**config.mk**
```make
export PLATFORM = sky130hd
export DESIGN_NAME = fp_align_shifter
export DESIGN_NICKNAME = d
export VERILOG_FILES = /design/src/rtl/fp_align_shifter_pkg.sv /design/src/rtl/fp_align_shifter_operand_swap.sv /design/src/rtl/fp_align_shifter.sv
export SDC_FILE = /design/constraint.sdc
export NUM_CORES = 1
export LEC_CHECK = 0
export BUFFER_PORTS_ARGS = -buffer_cell sky130_fd_sc_hd__buf_2
export CELL_PAD_IN_SITES_DETAIL_PLACEMENT = 1
export CELL_PAD_IN_SITES_GLOBAL_PLACEMENT = 1
export CORE_MARGIN = 5
export CORE_UTILIZATION = 41
export CTS_BUF_LIST = sky130_fd_sc_hd__clkbuf_4 sky130_fd_sc_hd__clkbuf_8
export DETAILED_ROUTE_END_ITERATION = 8
export GPL_TIMING_DRIVEN = 0
export PLACE_DENSITY = 0.95
export SYNTH_ARGS = -nofsm -noshare
export SYNTH_HDL_FRONTEND = slang
export SYNTH_SLANG_ARGS = --single-unit
export TNS_END_PERCENT = 10
```
**constraint.sdc**
```tcl
create_clock -name clk -period 5.72 [get_ports clk]
set_input_delay 0.286 -clock clk [delete_from_list [all_inputs] [get_ports clk]]
set_output_delay 0.286 -clock clk [all_outputs]
set_load 0.05 [all_outputs]
```
**src/rtl/fp_align_shifter_pkg.sv**
```systemverilog
`default_nettype none
// ============================================================================
// Module      : fp_align_shifter_pkg
// Description : Shared definitions for the FP adder exponent-alignment stage:
//               default field widths, field-extract helpers and the
//               alignment-stage state encoding.
// Revision    : 1.0 - initial release
// ============================================================================
package fp_align_shifter_pkg;

    // Default IEEE single-precision field widths
    localparam int c_EW_DEFAULT = 8;
    localparam int c_MW_DEFAULT = 23;

    // Guard, round and sticky bits appended below the fraction
    localparam int c_GRS_W = 3;

    // Field-extract positions within a {sign, exp, frac} word
    function automatic int f_sign_idx(input int ew, input int mw);
        return ew + mw;
    endfunction

    function automatic int f_exp_hi(input int ew, input int mw);
        return ew + mw - 1;
    endfunction

    function automatic int f_exp_lo(input int mw);
        return mw;
    endfunction

    function automatic int f_frac_hi(input int mw);
        return mw - 1;
    endfunction

    // Alignment-stage state encoding
    typedef logic [1:0] state_t;
    localparam logic [1:0] c_ST_IDLE  = 2'd0;
    localparam logic [1:0] c_ST_LOAD  = 2'd1;
    localparam logic [1:0] c_ST_SHIFT = 2'd2;
    localparam logic [1:0] c_ST_DONE  = 2'd3;

endpackage : fp_align_shifter_pkg
`default_nettype wire

```
**src/rtl/fp_align_shifter_operand_swap.sv**
```systemverilog
`default_nettype none
// ============================================================================
// Module      : fp_operand_swap
// Description : Combinational operand compare/select. Decodes both operands,
//               picks the larger effective exponent as "big", and produces
//               the clamped alignment distance.
// Revision    : 1.0 - initial release
// ============================================================================
module fp_operand_swap
    import fp_align_shifter_pkg::*;
#(
    parameter int EW = c_EW_DEFAULT,
    parameter int MW = c_MW_DEFAULT
) (
    input  logic [EW+MW:0] i_a,
    input  logic [EW+MW:0] i_b,
    output logic [EW-1:0]  o_exp_big,
    output logic           o_sign_big,
    output logic           o_sign_small,
    output logic [MW+3:0]  o_mant_big,
    output logic [MW+3:0]  o_mant_small,
    output logic [7:0]     o_dc,
    output logic           o_swapped
);

    localparam int c_SIGN    = f_sign_idx(EW, MW);
    localparam int c_EXP_HI  = f_exp_hi(EW, MW);
    localparam int c_EXP_LO  = f_exp_lo(MW);
    localparam int c_FRAC_HI = f_frac_hi(MW);
    localparam int c_MANT_W  = MW + 4;

    logic [EW-1:0] w_exp_a;
    logic [EW-1:0] w_exp_b;
    logic [EW-1:0] w_eff_a;
    logic [EW-1:0] w_eff_b;
    logic [MW+3:0] w_mant_a;
    logic [MW+3:0] w_mant_b;
    logic          w_a_big;
    logic [EW-1:0] w_eff_small;
    logic [EW:0]   w_d;
    logic [31:0]   w_d_wide;

    assign w_exp_a = i_a[c_EXP_HI:c_EXP_LO];
    assign w_exp_b = i_b[c_EXP_HI:c_EXP_LO];

    // Denormals (exp == 0) share the scale of exponent 1
    assign w_eff_a = (w_exp_a == '0) ? EW'(1) : w_exp_a;
    assign w_eff_b = (w_exp_b == '0) ? EW'(1) : w_exp_b;

    // Hidden bit is set for normal numbers only; G/R/S start cleared
    assign w_mant_a = {(w_exp_a != '0), i_a[c_FRAC_HI:0], 3'b000};
    assign w_mant_b = {(w_exp_b != '0), i_b[c_FRAC_HI:0], 3'b000};

    // Ties keep A as big so equal exponents never report a swap
    assign w_a_big = (w_eff_a >= w_eff_b);

    assign o_swapped    = ~w_a_big;
    assign o_exp_big    = w_a_big ? w_eff_a : w_eff_b;
    assign w_eff_small  = w_a_big ? w_eff_b : w_eff_a;
    assign o_sign_big   = w_a_big ? i_a[c_SIGN] : i_b[c_SIGN];
    assign o_sign_small = w_a_big ? i_b[c_SIGN] : i_a[c_SIGN];
    assign o_mant_big   = w_a_big ? w_mant_a : w_mant_b;
    assign o_mant_small = w_a_big ? w_mant_b : w_mant_a;

    // Distance never goes negative since big >= small
    assign w_d      = {1'b0, o_exp_big} - {1'b0, w_eff_small};
    assign w_d_wide = 32'(w_d);

    // Shifting past the full mantissa width leaves only sticky, so clamp
    assign o_dc = (w_d_wide >= 32'(c_MANT_W)) ? 8'(c_MANT_W) : w_d_wide[7:0];

endmodule : fp_operand_swap
`default_nettype wire

```
**src/rtl/fp_align_shifter.sv**
```systemverilog
`default_nettype none
// ============================================================================
// Module      : fp_align_shifter
// Description : FP adder exponent-alignment stage. Captures an operand pair,
//               drives an external down-counter and right-shifts the small
//               mantissa one bit per cycle with sticky until the counter
//               completes, then presents the aligned pair downstream.
// Revision    : 1.0 - initial release
// ============================================================================
module fp_align_shifter
    import fp_align_shifter_pkg::*;
#(
    parameter int EW = c_EW_DEFAULT,
    parameter int MW = c_MW_DEFAULT
) (
    input  logic           clk,
    input  logic           rst,
    input  logic           in_valid,
    output logic           in_ready,
    input  logic [EW+MW:0] a,
    input  logic [EW+MW:0] b,
    output logic           out_valid,
    input  logic           out_ready,
    output logic [EW-1:0]  exp_out,
    output logic           sign_big,
    output logic           sign_small,
    output logic [MW+3:0]  mant_big,
    output logic [MW+3:0]  mant_small,
    output logic           swapped,
    output logic [7:0]     cnt_n,
    output logic           cnt_ld,
    output logic           cnt_en,
    input  logic           cnt_complete
);

    state_t        r_state;
    logic [EW-1:0] r_exp;
    logic          r_sign_big;
    logic          r_sign_small;
    logic [MW+3:0] r_mant_big;
    logic [MW+3:0] r_mant_small;
    logic          r_swapped;
    logic [7:0]    r_cnt_n;

    logic [EW-1:0] w_exp_big;
    logic          w_sign_big;
    logic          w_sign_small;
    logic [MW+3:0] w_mant_big;
    logic [MW+3:0] w_mant_small;
    logic [7:0]    w_dc;
    logic          w_swapped;

    fp_operand_swap #(
        .EW (EW),
        .MW (MW)
    ) u_swap (
        .i_a          (a),
        .i_b          (b),
        .o_exp_big    (w_exp_big),
        .o_sign_big   (w_sign_big),
        .o_sign_small (w_sign_small),
        .o_mant_big   (w_mant_big),
        .o_mant_small (w_mant_small),
        .o_dc         (w_dc),
        .o_swapped    (w_swapped)
    );

    // Capture, shift sequencing and handshake; reset aborts any pair in flight
    always_ff @(posedge clk or posedge rst) begin
        if (rst) begin
            r_state      <= c_ST_IDLE;
            r_exp        <= '0;
            r_sign_big   <= 1'b0;
            r_sign_small <= 1'b0;
            r_mant_big   <= '0;
            r_mant_small <= '0;
            r_swapped    <= 1'b0;
            r_cnt_n      <= '0;
        end else begin
            case (r_state)
                c_ST_IDLE: begin
                    if (in_valid) begin
                        r_exp        <= w_exp_big;
                        r_sign_big   <= w_sign_big;
                        r_sign_small <= w_sign_small;
                        r_mant_big   <= w_mant_big;
                        r_mant_small <= w_mant_small;
                        r_swapped    <= w_swapped;
                        r_cnt_n      <= w_dc;
                        r_state      <= c_ST_LOAD;
                    end
                end
                c_ST_LOAD: begin
                    // Counter loads cnt_n-1 this edge; a zero shift skips it
                    r_state <= (r_cnt_n == 8'd0) ? c_ST_DONE : c_ST_SHIFT;
                end
                c_ST_SHIFT: begin
                    // The completing edge still shifts, giving exactly dc shifts
                    r_mant_small <= {1'b0, r_mant_small[MW+3:2],
                                     r_mant_small[1] | r_mant_small[0]};
                    if (cnt_complete) begin
                        r_state <= c_ST_DONE;
                    end
                end
                c_ST_DONE: begin
                    if (out_ready) begin
                        r_state <= c_ST_IDLE;
                    end
                end
                default: begin
                    r_state <= c_ST_IDLE;
                end
            endcase
        end
    end

    // Strobes and handshakes are pure state decodes so they can never overlap
    assign in_ready  = (r_state == c_ST_IDLE);
    assign cnt_ld    = (r_state == c_ST_LOAD);
    assign cnt_en    = (r_state == c_ST_SHIFT);
    assign out_valid = (r_state == c_ST_DONE);

    assign exp_out    = r_exp;
    assign sign_big   = r_sign_big;
    assign sign_small = r_sign_small;
    assign mant_big   = r_mant_big;
    assign mant_small = r_mant_small;
    assign swapped    = r_swapped;
    assign cnt_n      = r_cnt_n;

endmodule : fp_align_shifter
`default_nettype wire
```
After elaboration in Yosys (flattened, before gate mapping)
Index checks and enable logic that the tools add are counted.
- register bits: 75
- input port bits: 69
- output and inout bits: 77
- add/sub/neg operators: 1
- magnitude comparators: 2
- equal/unequal tests: 6
- mux-type cells: 16
- bitwise logic cells: 2
- reduce and logical (&&, ||, !) cells: 10
- operators by type and width (cell ; number):
    27-bit two-way mux ; 3
    27-bit case mux with 2 select lines ; 1
    8-bit two-way mux ; 5
    8-bit zero test ; 3
    8-bit nonzero test ; 2
    9-bit by 5-bit >= comparator with 1-bit output (second input constant) ; 1
    8-bit by 8-bit subtractor with 9-bit output ; 1
    8-bit >= comparator ; 1
    2-bit case mux with 4 select lines ; 1
    2-bit two-way mux ; 3
    2-bit equality test (second input constant) ; 2
    2-bit by 1-bit != test with 1-bit output (second input constant) ; 2
    2-bit AND reduction ; 2
    1-bit two-way mux ; 3
    3-bit AND reduction ; 1
    2-bit by 1-bit equality test with 1-bit output (second input constant) ; 1
    2-bit zero test ; 1
    2-bit != test (second input constant) ; 1
    2-bit nonzero test ; 1
    1-bit inverter ; 1
    1-bit OR ; 1

Longest topological paths before layout
- depth after elaboration: 7
- depth in mapped cells: 15
- depth with buffers taken out: 14

Hierarchy
From an unflattened synthesis, not the netlist that was laid out.
- cell total of the unflattened synthesis: 540
- area, all modules: 4872.2 um2
- by module, submodules not included (module ; instances ; cells each ; area each (um2) ; seq. area each (um2)):
    fp_align_shifter ; 1 ; 236 ; 3274.4 ; 1876.8
    fp_operand_swap ; 1 ; 304 ; 1597.8 ; 0.0

Least setup slack after synthesis
OpenSTA, ideal clock, no wires.
- path kind: input to register
- start: input port b[29]
- end: register r_cnt_n[0] (netlist: cnt_n[0])
- setup time: 130 ps
- arrival: 3287 ps
- data required time: 5590 ps
- setup slack: 2303 ps
- cell stages on the path: 15
- path through: or4_4 -> o21bai_2 -> ha_1 -> nor2b_1 -> o21a_1 -> o31ai_4 -> buf_6 -> mux2i_2 -> ha_1 -> a211oi_2 -> o21a_1 -> o221a_2 -> a311o_1 -> nor3_2 -> a31oi_1
- cells in the longest elaborated chain, start to end: 7
- ends and longest elaborated chain (element ; RTL line ; RTL):
    start, declared ; fp_align_shifter.sv:21 ; input logic [EW+MW:0] b,
    8-bit zero test ; fp_align_shifter_operand_swap.sv:48 ; assign w_eff_b = (w_exp_b == '0) ? EW'(1) : w_exp_b;
    8-bit two-way mux * ; fp_align_shifter_operand_swap.sv:48 ;
    8-bit >= comparator ; fp_align_shifter_operand_swap.sv:55 ; assign w_a_big = (w_eff_a >= w_eff_b);
    8-bit two-way mux, on equally long branches ; fp_align_shifter_operand_swap.sv:58, fp_align_shifter_operand_swap.sv:59 ;
    8-bit by 8-bit subtractor with 9-bit output * ; fp_align_shifter_operand_swap.sv:66 ; assign w_d = {1'b0, o_exp_big} - {1'b0, w_eff_small};
    9-bit by 5-bit >= comparator with 1-bit output ; fp_align_shifter_operand_swap.sv:70 ; assign o_dc = (w_d_wide >= 32'(c_MANT_W)) ? 8'(c_MANT_W) : w_d_wide[7:0];
    8-bit two-way mux * ; fp_align_shifter_operand_swap.sv:70 ;
    end signal, assigned ; fp_align_shifter.sv:89 ; r_cnt_n <= w_dc;
    end, declared ; fp_align_shifter.sv:43 ; logic [7:0] r_cnt_n;
Mark *: on every way between the ends. The rest lies on a longest branch, timed or not.
A chain may end at the register's enable or synchronous reset.

Worst setup path in the final report
- start: input port a[27]
- end: register r_cnt_n[0] (netlist: cnt_n[0])
- cells in the longest elaborated chain, start to end: 7
- ends and longest elaborated chain (element ; RTL line ; RTL):
    start, declared ; fp_align_shifter.sv:20 ; input logic [EW+MW:0] a,
    8-bit zero test ; fp_align_shifter_operand_swap.sv:47 ; assign w_eff_a = (w_exp_a == '0) ? EW'(1) : w_exp_a;
    8-bit two-way mux * ; fp_align_shifter_operand_swap.sv:47 ;
    8-bit >= comparator ; fp_align_shifter_operand_swap.sv:55 ;
    8-bit two-way mux, on equally long branches ; fp_align_shifter_operand_swap.sv:58, fp_align_shifter_operand_swap.sv:59 ;
    8-bit by 8-bit subtractor with 9-bit output * ; fp_align_shifter_operand_swap.sv:66 ;
    9-bit by 5-bit >= comparator with 1-bit output ; fp_align_shifter_operand_swap.sv:70 ;
    8-bit two-way mux * ; fp_align_shifter_operand_swap.sv:70 ;
Marks and branches as above.

==> results.py <==
metrics = {
    "synth": {
        "synthCells": 502,
        "ys_async_sr_fraction_pct": 100,
        "synth_ff_type": "dfrtp_1",
        "syn_area_per_cell_sq_um": 8.67,
        "synth-edff-count": 0,
        "yosys.area.top_type": "dfrtp_1",
        "synthesis.area_sq_mm": 0.00435,
        "yosysUniqueCellTypes": 54,
        "synth-seq-cells": 72,
        "yosysSeqAreaShare_pct": 41.4,
        "synth_area_leaders": "dfrtp_1 41%, mux2i_1 12%, o21ai_0 7.6%",
        "yosysTopAreaCellShare_pct": 41.4,
        "synth_warnings": 0,
    },
    "final_layout": {
        "num_antenna_cells": 0,
        "fill_cells": 1288,
        "final_common_cell": "buf_2",
        "final_util_pct": 52.9,
        "area_growth_pct": 25.5,
        "fin_nets": 739,
        "multiInputGateArea_sq_mm": 0.00230,
        "seq_area_sq_mm": 0.00180,
        "final_cell_mix": "151 x buf_2, 72 x dfrtp_1, 69 x nand2_1",
        "final_cells": 798,
        "drive_above_1_share_pct": 27.8,
    },
    "floorplanning": {
        "die_h_um": 113,
        "io_pins": 146,
        "die_w_um": 113,
        "core_sq_mm": 0.0103,
        "start_util_pct": 42.1,
        "die_area_sq_mm": 0.0128,
        "rows": 37,
    },
    "grt": {
        "met2_usage_pct": 41.0,
        "grt_pass1_vias": 4677,
        "use_met3_pct": 3.85,
        "overflow": 0,
        "grt-busiest-layer": "met2",
        "grt_max_degree": 73,
        "use_met1_pct": 31.5,
        "antenna_found_initial": 1,
        "grt_pass1_wl_mm": 24.6,
        "grt_usage_pct": 24.0,
    },
    "sta": {
        "finClkSkew_ns": 0.00832,
        "fin_tns_setup_ns": 0,
        "min_period_over_period_pct": 65.4,
        "setup_viol": 0,
        "fin_crit_ns": 3.74,
        "slew_headroom_pct": 39.3,
        "rsz0062_at_grt": "false",
        "setup_slack_ns": 1.98,
        "worst_slew_pin_slew_ns": 0.911,
        "fmax_mhz": 267,
        "hold_violations": 0,
        "maxSlewViolCount": 0,
    },
    "critical_path": {
        "cp-start-kind": "primary input",
        "path_class": "in -> reg",
        "r2r_start": "r_state[0]",
        "critPathMaxFanout": 10,
        "ff2ff_setup_slack_ns": 3.15,
        "arrival_ns": 3.98,
        "worstRegToRegCells": 8,
        "crit_required_ns": 5.95,
        "rr_endpoint": "mant_small[10]",
        "cp-end-kind": "flop",
    },
    "power": {
        "ir_worst_vdd_uv": 271,
        "powerDensity_mw_per_mm2": 591,
        "p_leak_uw": 0.00276,
    },
    "clock_tree": {
        "path_clk_slew_ns": 0.08,
        "htreeDepth": 3,
        "post-cts-setup-buffers": 0,
        "cts_hold_buf": 0,
        "cts_buffers": 9,
        "worstSkewPairLatency_ns": 0.36,
        "cts_tree": "done",
        "cts_root_buffer": "clkbuf_8",
        "cts.sinks": 72,
        "clock_path_buffers": 2,
        "post_cts_resized": 0,
    },
    "status": {
        "status": "complete, no violations",
    },
    "detailed_routing": {
        "drt_wl_total_mm": 15.4,
        "antenna_left": 0,
        "drt-wirelength-per-cell_um": 19.3,
        "num_vias": 4453,
        "vias_per_cell": 5.58,
        "dr.pass1.iters": 5,
        "drc": 0,
        "drt-initial-drc-count": 267,
    },
    "placement": {
        "dp_cells": 782,
        "port_buffers": 142,
        "place_congestion": 0.902,
        "pre_cts_ws_ns": 1.63,
        "hpwl_mm": 12.3,
    },
    "worst_hold_path": {
        "min_path_type": "in -> async",
    },
    "flow_run": {
        "maxCapViolCount": 0,
    },
}
-- through the flow --
| stage | total power (uW) | instance area [sq um] | hold slack, ns |
|---|---|---|---|
| after CTS | 3240 | 5460 | 0.168 |
| after detailed placement | 2780 | 5240 | 0.468 |
| after global routing | 3420 | 5460 | 0.222 |
| after global placement | 2700 | 5240 | 0.451 |
| after floorplan | 2250 | 4360 | 0.478 |
| final | 3220 | 5460 | 0.123 |
-- routing by layer --
| metal | vias to the layer above | share of wire [%] |
|---|---|---|
| li1 | 2044 | - |
| met1 | 2196 | 42 |
| met2 | 181 | 48 |
| met3 | 30 | 7.1 |
| met4 | 2 | 2.0 |
| met5 | - | 0.045 |
-- logic make-up after synthesis --
kind of cell             Yosys count  synth area share [%]
multiplexers                      55                  12.8
AO/OA/AOI/OAI                    146                  19.8
buffers and inverters             59                  5.78
flip-flops                        72                  41.4
adder cells (fa/ha/maj)           13                  3.74
other                              1                0.0862
AND/OR/NAND/NOR                  151                  15.4
XOR/XNOR                           5                  1.01
-- synth_stat cells, types with 2 or more instances --
library cell  count
nor4_1            3
nand2_1          69
nor3_1            3
o21a_1            3
buf_4             3
nand2b_1          3
o2111ai_1         2
inv_1            18
nor2b_1           4
buf_2             9
mux2i_1          53
xor2_1            2
nor4b_1           2
clkbuf_1         27
a32o_1            3
dfrtp_1          72
nor2_1           51
a31oi_1          11
a21oi_1          42
nand3_1           2
xnor2_1           3
o21ai_0          66
a21o_1            2
ha_1             13
and2_1            6
o211ai_1          2
-- critical path, cell delays in order --
cell and delay [ns]:
buf_2 0.15, nor4_1 0.50, a21oi_1 0.23, ha_1 0.39, nor2b_1 0.07, o21a_1 0.23, o31ai_4 0.22, buf_6 0.19
mux2i_2 0.32, ha_1 0.22, a211oi_2 0.07, o21a_1 0.19, o221a_2 0.27, a311o_1 0.36, nor3_2 0.17, a31oi_1 0.11
-- worst max-delay path by stage --
stage,from,endpoint,cells past startpoint
2_1_floorplan,b[29],cnt_n[0],15
3_3_place_gp,a[28],cnt_n[1],16
3_5_place_dp,a[27],cnt_n[1],16
4_1_cts,a[27],cnt_n[0],16
5_1_grt,a[27],cnt_n[0],16
6_report,a[27],cnt_n[0],16
-- power breakdown --
| part | switching [uW] | internal [uW] |
|---|---|---|
| registers | 155 | 732 |
| clock network | 213 | 246 |
| logic | 1440 | 435 |
| total | 1810 | 1410 |
-- flip-flops by register name, indices dropped and copies added, names as in the netlist --
name / flops
mant_small: 27
mant_big: 24
sign_big: 1
r_state: 2
exp_out: 8
cnt_n: 8
swapped: 1
sign_small: 1
-- cell type report --
cell class | count | share of cell area [%]
sequential | 72 | 33.0
tap | 136 | 3.12
clock inverter | 7 | 1.72
buffer | 41 | 3.37
timing repair buffer | 142 | 13.0
inverter | 18 | 1.28
multi-input combinational | 373 | 42.2
clock buffer | 9 | 2.27
Power figures use the tool's default switching activity.
